### config.mk
export PLATFORM = sky130hd
export DESIGN_NAME = mul_seq_half
export DESIGN_NICKNAME = d
export VERILOG_FILES = /design/src/rtl/mul_seq_half.sv
export SDC_FILE = /design/constraint.sdc
export NUM_CORES = 1
export LEC_CHECK = 0
export ABC_AREA = 1
export CORE_UTILIZATION = 50
export DETAILED_ROUTE_END_ITERATION = 6
export PLACE_DENSITY = 0.7
export SYNTH_ARGS = -nofsm -noshare
export SYNTH_HDL_FRONTEND = slang
export SYNTH_SLANG_ARGS = --single-unit
export TNS_END_PERCENT = 30
### constraint.sdc
create_clock -name clock -period 8.9 [get_ports clock]
set_input_delay 1.78 -clock clock [delete_from_list [all_inputs] [get_ports clock]]
set_output_delay 1.78 -clock clock [all_outputs]
set_load 0.005 [all_outputs]
### src/rtl/mul_seq_half.sv
// -----------------------------------------------------------------------------
// mul_seq_half
// Two-stage FP16 multiplier feeding the half-precision accumulator stage.
// Operand pairs arrive on a valid/ready stream. The product reaches x two
// cycles after the pair is accepted, together with the n (start new sum) and
// last (final element) tags. res_valid pulses RES_DLY cycles after last, which
// is when the accumulator's registered sum for that vector is final.
//
// Ports:
//   clock, resetn      rising-edge clock, asynchronous active-low reset
//   in_valid/in_ready  operand handshake (no downstream backpressure)
//   a, b               FP16 operands
//   vec_len            elements per vector, sampled on a vector's first element
//   clear              synchronous abort of the vector being counted
//   x                  FP16 product (0x0000 in bubble cycles)
//   n, last            first / final product of a vector
//   res_valid          accumulator sum for the finished vector is valid
//   busy               vector partially accepted or work still in flight
// -----------------------------------------------------------------------------
module mul_seq_half #(
  parameter int LEN_W   = 8,
  parameter int RES_DLY = 3
) (
  input  logic             clock,
  input  logic             resetn,
  input  logic             in_valid,
  output logic             in_ready,
  input  logic [15:0]      a,
  input  logic [15:0]      b,
  input  logic [LEN_W-1:0] vec_len,
  input  logic             clear,
  output logic [15:0]      x,
  output logic             n,
  output logic             last,
  output logic             res_valid,
  output logic             busy
);

  localparam logic [0:0]       ST_IDLE  = 1'b0;
  localparam logic [0:0]       ST_RUN   = 1'b1;
  localparam logic [LEN_W-1:0] LEN_ONE  = {{(LEN_W-1){1'b0}}, 1'b1};
  localparam logic [LEN_W-1:0] LEN_ZERO = {LEN_W{1'b0}};

  // IEEE binary16 multiply, round to nearest even. Subnormals in and out are
  // flushed to signed zero; NaN and inf*0 produce the canonical quiet NaN.
  function automatic logic [15:0] fp16_mul(input logic [15:0] op_a, input logic [15:0] op_b);
    logic        sign;
    logic        a_nan, b_nan, a_inf, b_inf, a_zero, b_zero;
    logic [21:0] prod;
    logic [10:0] mant;
    logic        guard, sticky, rnd_up;
    logic [11:0] mant_r;
    logic [7:0]  e_sum;
    logic [4:0]  e_res;
    logic [15:0] res;
    sign   = op_a[15] ^ op_b[15];
    a_nan  = (op_a[14:10] == 5'h1F) && (op_a[9:0] != 10'h000);
    b_nan  = (op_b[14:10] == 5'h1F) && (op_b[9:0] != 10'h000);
    a_inf  = (op_a[14:10] == 5'h1F) && (op_a[9:0] == 10'h000);
    b_inf  = (op_b[14:10] == 5'h1F) && (op_b[9:0] == 10'h000);
    a_zero = (op_a[14:10] == 5'h00);
    b_zero = (op_b[14:10] == 5'h00);
    prod   = {11'd0, 1'b1, op_a[9:0]} * {11'd0, 1'b1, op_b[9:0]};
    // The product of two [1,2) significands lies in [1,4): bit 21 set means
    // one extra bit of normalisation shift and one more exponent step.
    if (prod[21]) begin
      mant   = prod[21:11];
      guard  = prod[10];
      sticky = |prod[9:0];
    end else begin
      mant   = prod[20:10];
      guard  = prod[9];
      sticky = |prod[8:0];
    end
    rnd_up = guard & (sticky | mant[0]);
    mant_r = {1'b0, mant} + {11'd0, rnd_up};
    // e_sum carries the double bias; valid biased results are e_sum-15 in 1..30.
    e_sum  = {3'b000, op_a[14:10]} + {3'b000, op_b[14:10]}
           + {7'd0, prod[21]} + {7'd0, mant_r[11]};
    e_res  = e_sum[4:0] - 5'd15;
    if (a_nan || b_nan || (a_inf && b_zero) || (b_inf && a_zero)) begin
      res = 16'h7E00;
    end else if (a_inf || b_inf) begin
      res = {sign, 5'h1F, 10'h000};
    end else if (a_zero || b_zero) begin
      res = {sign, 15'h0000};
    end else if (e_sum >= 8'd46) begin
      res = {sign, 5'h1F, 10'h000};
    end else if (e_sum <= 8'd15) begin
      res = {sign, 15'h0000};
    end else begin
      // A rounding carry leaves mant_r = 0x800, i.e. a zero fraction.
      res = {sign, e_res, (mant_r[11] ? mant_r[10:1] : mant_r[9:0])};
    end
    return res;
  endfunction

  logic             rdy_q;
  logic [0:0]       state_q, state_d;
  logic [LEN_W-1:0] rem_q, rem_d;
  logic [LEN_W-1:0] len_eff;
  logic             accept;
  logic             tag_n, tag_last;

  logic             s1_vld_q, s1_vld_d;
  logic [15:0]      s1_a_q, s1_a_d;
  logic [15:0]      s1_b_q, s1_b_d;
  logic             s1_n_q, s1_n_d;
  logic             s1_last_q, s1_last_d;

  logic             s2_vld_q, s2_vld_d;
  logic [15:0]      x_q, x_d;
  logic             n_q, n_d;
  logic             last_q, last_d;

  logic [RES_DLY-1:0] res_sr_q, res_sr_d;

  assign in_ready  = rdy_q & ~clear;
  assign accept    = in_valid & in_ready;
  assign len_eff   = (vec_len == LEN_ZERO) ? LEN_ONE : vec_len;
  assign x         = x_q;
  assign n         = n_q;
  assign last      = last_q;
  assign res_valid = res_sr_q[RES_DLY-1];
  assign busy      = (state_q == ST_RUN) | s1_vld_q | s2_vld_q | (|res_sr_q);

  // Element counter: tags the first and final accept of each vector.
  always_comb begin
    state_d  = state_q;
    rem_d    = rem_q;
    tag_n    = 1'b0;
    tag_last = 1'b0;
    if (clear) begin
      state_d = ST_IDLE;
      rem_d   = LEN_ZERO;
    end else if (accept) begin
      case (state_q)
        ST_IDLE: begin
          tag_n = 1'b1;
          if (len_eff == LEN_ONE) begin
            tag_last = 1'b1;
            state_d  = ST_IDLE;
            rem_d    = LEN_ZERO;
          end else begin
            state_d  = ST_RUN;
            rem_d    = len_eff - LEN_ONE;
          end
        end
        ST_RUN: begin
          rem_d = rem_q - LEN_ONE;
          if (rem_q == LEN_ONE) begin
            tag_last = 1'b1;
            state_d  = ST_IDLE;
          end else begin
            state_d  = ST_RUN;
          end
        end
        default: begin
          state_d = ST_IDLE;
          rem_d   = LEN_ZERO;
        end
      endcase
    end else begin
      state_d = state_q;
      rem_d   = rem_q;
    end
  end

  // Stage 1: capture operands and tags; empty slots carry zeros.
  always_comb begin
    if (accept) begin
      s1_vld_d  = 1'b1;
      s1_a_d    = a;
      s1_b_d    = b;
      s1_n_d    = tag_n;
      s1_last_d = tag_last;
    end else begin
      s1_vld_d  = 1'b0;
      s1_a_d    = 16'h0000;
      s1_b_d    = 16'h0000;
      s1_n_d    = 1'b0;
      s1_last_d = 1'b0;
    end
  end

  // Stage 2: multiply; bubbles present x=0 so the accumulator adds nothing.
  always_comb begin
    if (s1_vld_q) begin
      s2_vld_d = 1'b1;
      x_d      = fp16_mul(s1_a_q, s1_b_q);
      n_d      = s1_n_q;
      last_d   = s1_last_q;
    end else begin
      s2_vld_d = 1'b0;
      x_d      = 16'h0000;
      n_d      = 1'b0;
      last_d   = 1'b0;
    end
  end

  // res_valid delay line, fed by last as it leaves stage 2.
  always_comb begin
    res_sr_d    = res_sr_q;
    res_sr_d[0] = last_q;
    for (int i = 1; i < RES_DLY; i++) begin
      res_sr_d[i] = res_sr_q[i-1];
    end
  end

  // State and pipeline registers.
  always_ff @(posedge clock or negedge resetn) begin
    if (!resetn) begin
      rdy_q     <= 1'b0;
      state_q   <= ST_IDLE;
      rem_q     <= LEN_ZERO;
      s1_vld_q  <= 1'b0;
      s1_a_q    <= 16'h0000;
      s1_b_q    <= 16'h0000;
      s1_n_q    <= 1'b0;
      s1_last_q <= 1'b0;
      s2_vld_q  <= 1'b0;
      x_q       <= 16'h0000;
      n_q       <= 1'b0;
      last_q    <= 1'b0;
      res_sr_q  <= {RES_DLY{1'b0}};
    end else begin
      rdy_q     <= 1'b1;
      state_q   <= state_d;
      rem_q     <= rem_d;
      s1_vld_q  <= s1_vld_d;
      s1_a_q    <= s1_a_d;
      s1_b_q    <= s1_b_d;
      s1_n_q    <= s1_n_d;
      s1_last_q <= s1_last_d;
      s2_vld_q  <= s2_vld_d;
      x_q       <= x_d;
      n_q       <= n_d;
      last_q    <= last_d;
      res_sr_q  <= res_sr_d;
    end
  end

endmodule
# Yosys cells after proc, flatten, opt, wreduce, memory -nomap -nowiden
# Index checks and enable logic that the tools add are counted.
totals:
  regBits: 67
  inputBits: 44
  output_inout_bits: 21
  elab_cells: 96
classes:
  n_addsub: 7
  multipliers: 1
  magnitude_cmp: 2
  eq_ne: 4
  n_mux: 37
  n_bitwise: 10
  reduce_logical: 22
op_table:
  columns: ["op", "count"]
  rows:
  - ["$mux W16", 4]
  - ["$mux W15", 4]
  - ["$mux W8", 4]
  - ["$mul A11 B11 Y22", 1]
  - ["$mux W11", 2]
  - ["$logic_not A10 Y1", 2]
  - ["$reduce_bool A10 Y1", 2]
  - ["$mux W1", 19]
  - ["$eq A8 B1 Y1 const B", 2]
  - ["$pmux W8 S2", 1]
  - ["$sub A8 B1 Y8 const B", 2]
  - ["$add A11 B1 Y12", 1]
  - ["$eq A5 B5 Y1 const B", 2]
  - ["$logic_not A5 Y1", 2]
  - ["$mux W10", 1]
  - ["$reduce_or A10 Y1", 1]
  - ["$reduce_or A9 Y1", 1]
  - ["$add A7 B1 Y8", 1]
  - ["$ge A8 B6 Y1 const B", 1]
  - ["$le A8 B4 Y1 const B", 1]
  - ["$logic_not A8 Y1", 1]
  - ["$add A6 B1 Y7", 1]
  - ["$add A5 B5 Y6", 1]
  - ["$logic_and A1 B1 Y1", 6]
  - ["9 further kinds", 20]

# Longest topological paths before layout
depth:
  ltp_word: 15
  ltp_mapped: 44
  depth_no_buf: 42

# Worst setup path after synthesis
# OpenSTA, ideal clock, no wires.
synth_timing:
  path_kind: "flip-flop to flip-flop"
  start: "register s1_b_q[9]"
  end: "register x_q[2], in the netlist x[2]"
  setup_ps: 78
  arrival_time_ps: 7516
  t_required_ps: 8822
  path_slack_ps: 1306
  path_stages_with_launch: 41
  path_buffers: 2
  period_less_slack_ps: 7594
  cell_sequence: "dfrtp_1 > clkbuf_1 > nand2_1 > fa_1 > inv_1 > fa_1 > fa_1 > fa_1 > inv_1 > fa_1 > inv_1 > ha_1 > nand2_2 > inv_1 > nand2_1 > nand2_1 > inv_2 > nand3_2 > (+5 left out) > nand2_1 > nor2_4 > nand3_2 > nor2_4 > nand2_2 > nor2_2 > fa_1 > ha_1 > inv_1 > fa_1 > inv_1 > ha_1 > o21a_1 > o21ai_1 > nand2_1 > nor4_2 > o21ai_2 > a21oi_1"
synth_between:
  elab_chain_cells: 15
  elab_cells_between_ends: 31
  classes_between: "add/sub (3); mul (1); order compare (2); mux (13); bitwise (2); reduce/logical (10)"
synth_rtl:
  columns: ["element", "line_no", "rtl"]
  rows:
  - ["start: declaration", "107", "logic [15:0] s1_b_q, s1_b_d;"]
  - ["start signal: assignment", "218", "s1_b_q <= 16'h0000;"]
  - ["start signal: assignment", "232", "s1_b_q <= s1_b_d;"]
  - ["$mul A11 B11 Y22", "63", "prod = {11'd0, 1'b1, op_a[9:0]} * {11'd0, 1'b1, op_b[9:0]};"]
  - ["$reduce_or A10 Y1", "69", "sticky = |prod[9:0];"]
  - ["$mux W1", "66", "if (prod[21]) begin"]
  - ["$mux W1", "188", "if (s1_vld_q) begin"]
  - ["$or A1 B1 Y1", "75", "rnd_up = guard & (sticky | mant[0]);"]
  - ["$and A1 B1 Y1", "75", null]
  - ["$add A11 B1 Y12", "76", "mant_r = {1'b0, mant} + {11'd0, rnd_up};"]
  - ["$add A7 B1 Y8", "79", "+ {7'd0, prod[21]} + {7'd0, mant_r[11]};"]
  - ["$le A8 B4 Y1", "89", "end else if (e_sum <= 8'd15) begin"]
  - ["$mux W15", "89", null]
  - ["$mux W15", "87", "end else if (e_sum >= 8'd46) begin"]
  - ["$mux W15", "85", "end else if (a_zero || b_zero) begin"]
  - ["$mux W15", "83", "end else if (a_inf || b_inf) begin"]
  - ["$mux W16 (*)", "81", "if (a_nan || b_nan || (a_inf && b_zero) || (b_inf && a_zero)) begin"]
  - ["$mux W16 (*)", "188", null]
  - ["net x_d[2]", "112", "logic [15:0] x_q, x_d;"]
  - ["end signal: assignment", "222", "x_q <= 16'h0000;"]
  - ["end signal: assignment", "236", "x_q <= x_d;"]
  - ["end: declaration", "112", null]
# The timed path passes the listed nets; every way through them passes the cells marked *. The select of a mux whose other input is x is not followed.
# A chain may end at the register's enable or synchronous reset.

# Worst setup path in the final report
layout_timing:
  start: "register s1_b_q[4]"
  end: "register x_q[5], in the netlist x[5]"
layout_between:
  elab_chain_cells: 15
  elab_cells_between_ends: 32
  classes_between: "add/sub (3); mul (1); order compare (2); mux (13); bitwise (2); reduce/logical (11)"
layout_rtl:
  columns: ["element", "line_no"]
  rows:
  - ["$mul A11 B11 Y22", "63"]
  - ["$reduce_or A10 Y1 / $reduce_or A9 Y1 (equally long branches)", "69, 73"]
  - ["$mux W1", "66"]
  - ["$mux W1", "188"]
  - ["$or A1 B1 Y1", "75"]
  - ["$and A1 B1 Y1", "75"]
  - ["$add A11 B1 Y12", "76"]
  - ["$add A7 B1 Y8", "79"]
  - ["$le A8 B4 Y1", "89"]
  - ["$mux W15", "89"]
  - ["$mux W15", "87"]
  - ["$mux W15", "85"]
  - ["$mux W15", "83"]
  - ["$mux W16 (*)", "81"]
  - ["$mux W16 (*)", "188"]
  - ["net x_d[5]", "112"]
# Marked as above.

==> flow_metrics.env <==
export IMPL_hold_ws_ns=0.378
export IMPL_dieArea_um2=16700
export IMPL_dp_cells=1352
export IMPL_gp_congestion=0.897
export IMPL_area_growth_pct=14.1
export IMPL_cts_root_buf="clkbuf_16"
export IMPL_cts_buffers=9
export IMPL_critPathArrivalTime_ns=8.52
export IMPL_wire_per_inst_um=13.0
export IMPL_peakVddDrop_v=0.0000798
export IMPL_syn_nets=1295
export IMPL_synth_cells=1094
export IMPL_clk_pin_slew_ns=0.06
export IMPL_setup_worst_path_start_class="flip-flop"
export IMPL_start_util_pct=51.2
export IMPL_dr_pass1_iters=5
export IMPL_cts_sinks=67
export IMPL_cts_htree_levels=3
export IMPL_power_density_nw_per_um2=89.4
export IMPL_max_cap_violations=0
export IMPL_post_cts_buffers=0
export IMPL_num_rows=46
export IMPL_cp_end_kind="flip-flop"
export IMPL_grt_setup_unrepaired="false"
export IMPL_layout_nets=1348
export IMPL_max_freq_mhz=121
export IMPL_drive_gt1_share_pct=5.56
export IMPL_portBuffers=64
export IMPL_syn_area_um2=8100
export IMPL_ctsHoldBuffers=0
export IMPL_synth_seq_cells=67
export IMPL_grt_max_degree=68
export IMPL_synthDistinctLibCells=49
export IMPL_chipHeight_um=129
export IMPL_p_leak_nw=5.38
export IMPL_fin_cells=1368
export IMPL_grt_ovfl_total=0
export IMPL_async_flop_share_pct=100
export IMPL_synth_warnings=0
export IMPL_seq_area_frac_synth_pct=20.7
export IMPL_timing_setup_tns_ns=0
export IMPL_period_minus_slack_ns=8.27
export IMPL_synth_area_top_cells="dfrtp_1, fa_1, inv_1"
export IMPL_slew_headroom_pct=42.5
export IMPL_vias=6658
export IMPL_drc=0
export IMPL_status="completed"
export IMPL_drt_iter0_markers=397
export IMPL_criticalPathCategory="flip-flop to flip-flop"
export IMPL_antenna_found_initial=0
export IMPL_fin_crit_sh_pct=92.9
export IMPL_core_um2=15800
export IMPL_hold_viol=0
export IMPL_wirelength_um=17800
export IMPL_die_w_um=129
export IMPL_finalClockSkew_ns=0.00539
export IMPL_syn_avg_cell_area_um2=7.40
export IMPL_grt_pass1_vias=6743
export IMPL_clk_latency_ns=0.33
export IMPL_hp_class="flip-flop to flip-flop"
export IMPL_detail_route_antenna_nets=0
export IMPL_cpPeakStageDelay_ns=0.62
export IMPL_place_area_um2=8930
export IMPL_final_area_um2=9240
export IMPL_hpwlAfterDp_um=14300
export IMPL_worst_path_max_delay_cell="dfrtp_1"
export IMPL_drv_slew=0
export IMPL_cts_tree="yes"
export IMPL_ys_flop_type="dfrtp_1"
export IMPL_yosysTopAreaCell="dfrtp_1"
export IMPL_synth_edf_count=0
export IMPL_io_pins=65
export IMPL_n_fill_cell=1509
export IMPL_grt_usage_pct=23.6
export IMPL_setup_slack_ns=0.629
export IMPL_crit_fanout=12
export IMPL_cts_buffer_depth=2
export IMPL_synth_top_cell_area_share_pct=20.7
export IMPL_vias_per_cell=4.87
export IMPL_post_place_ws_ns=0.679
export IMPL_worstPathRequired_ns=9.15
export IMPL_antennaDiodeCount=0
export IMPL_cts_resized_gates=0
export IMPL_setup_viol=0
export IMPL_grt_pass1_wl_um=30600
export IMPL_worstMarginPinSlew_ns=0.862
[logic make-up after synthesis]
family,synth area share [%]
flip-flops,20.7
adder cells (fa/ha/maj),31.9
other,0.0463
buffers and inverters,14.6
XOR/XNOR,2.24
AND/OR/NAND/NOR,25.2
AO/OA/AOI/OAI,5.36
[through the flow]
stage	util (%)	total power [mW]
finish	58.4	0.826
floorplan	-	0.407
global route	58.4	0.865
global placement	56.4	0.459
CTS	58.4	0.837
detailed placement	56.4	0.460
[critical path: cells and delay by family, from the launching register on]
kind            cells  cell delay [ns]
fa+ha+maj          10             4.25
simple gates       19             2.40
flops               1             0.62
compound gates      3             0.47
buf+inv             7             0.41
[sequential cells by signal, summed over array words and instances, names as in the netlist, 3 cells and up]
name	flops
s1_b_q	16
res_sr_q	3
rem_q	8
x	16
s1_a_q	16
[cell usage after synthesis, types with 2 or more instances]
library cell and number:
nor2_1 82, or2_2 2, xor2_1 13, dfrtp_1 67, nand2_2 12, inv_2 3, inv_1 285, nand3_1 55
a32o_1 4, o21ai_0 25, nand3_2 5, nand4_1 9, o211ai_1 2, nand2_4 4, nor4_1 5, nor2_2 5
ha_1 75, a21oi_1 31, nor2_4 4, fa_1 82, o21ai_2 2, and2_1 2, clkbuf_1 25, xnor2_1 4
nor3_1 10, nand2_1 258
[metal layers]
metal	routed length [um]	part of all wire (%)	vias to the layer above	global-route usage, %
met5	0	0	-	0
met3	723	4.1	32	2.68
li1	-	-	3377	-
met1	8270	47	3081	31.1
met4	477	2.7	0	7.82
met2	8300	47	168	40.7
[where the power goes]
group / internal (mW) / leakage (nW) / switching [mW] / total (mW)
sequential: 0.312 / 0.920 / 0.0143 / 0.326
clock: 0.233 / 0.148 / 0.139 / 0.372
combinational: 0.0539 / 4.31 / 0.0741 / 0.128
[cell usage in the layout (no fill, tap or decap), drive strengths merged, types with 2 or more instances in the layout]
| master | count |
|---|---|
| nor4 | 6 |
| inv | 289 |
| clkdlybuf4s50 | 63 |
| ha | 75 |
| nor2 | 91 |
| dfrtp | 67 |
| xnor2 | 5 |
| xor2 | 14 |
| nand4 | 9 |
| o21ai | 28 |
| buf | 5 |
| and2 | 2 |
| clkbuf | 11 |
| a21oi | 32 |
| clkinvlp | 2 |
| fa | 82 |
| o211ai | 2 |
| a32o | 4 |
| nor3 | 11 |
| nand3 | 61 |
| nand2 | 274 |
| or2 | 3 |
[final cells by class]
type / count / area [um^2] / area share [%]
repair buffers: 68 / 666 / 7.20
inverters: 288 / 1080 / 11.7
multi-input cells: 713 / 5240 / 56.7
clock buffers: 11 / 253 / 2.73
clock inverters: 5 / 58.8 / 0.636
flip-flops and latches: 67 / 1680 / 18.1
well taps: 216 / 270 / 2.92
[final timing paths]
check	from	end	slack, ns	cells after the start
max	s1_b_q[4]	x[5]	0.63	39
min	res_sr_q[1]	res_sr_q[2]	0.38	0
max reg2reg	s1_b_q[4]	x[5]	0.63	39
min reg2reg	res_sr_q[1]	res_sr_q[2]	0.38	0
max in group asynchronous	resetn	s1_b_q[3]	6.68	2
min in group asynchronous	resetn	x[1]	1.62	2
No activity file was read; power rests on OpenSTA's default activity.
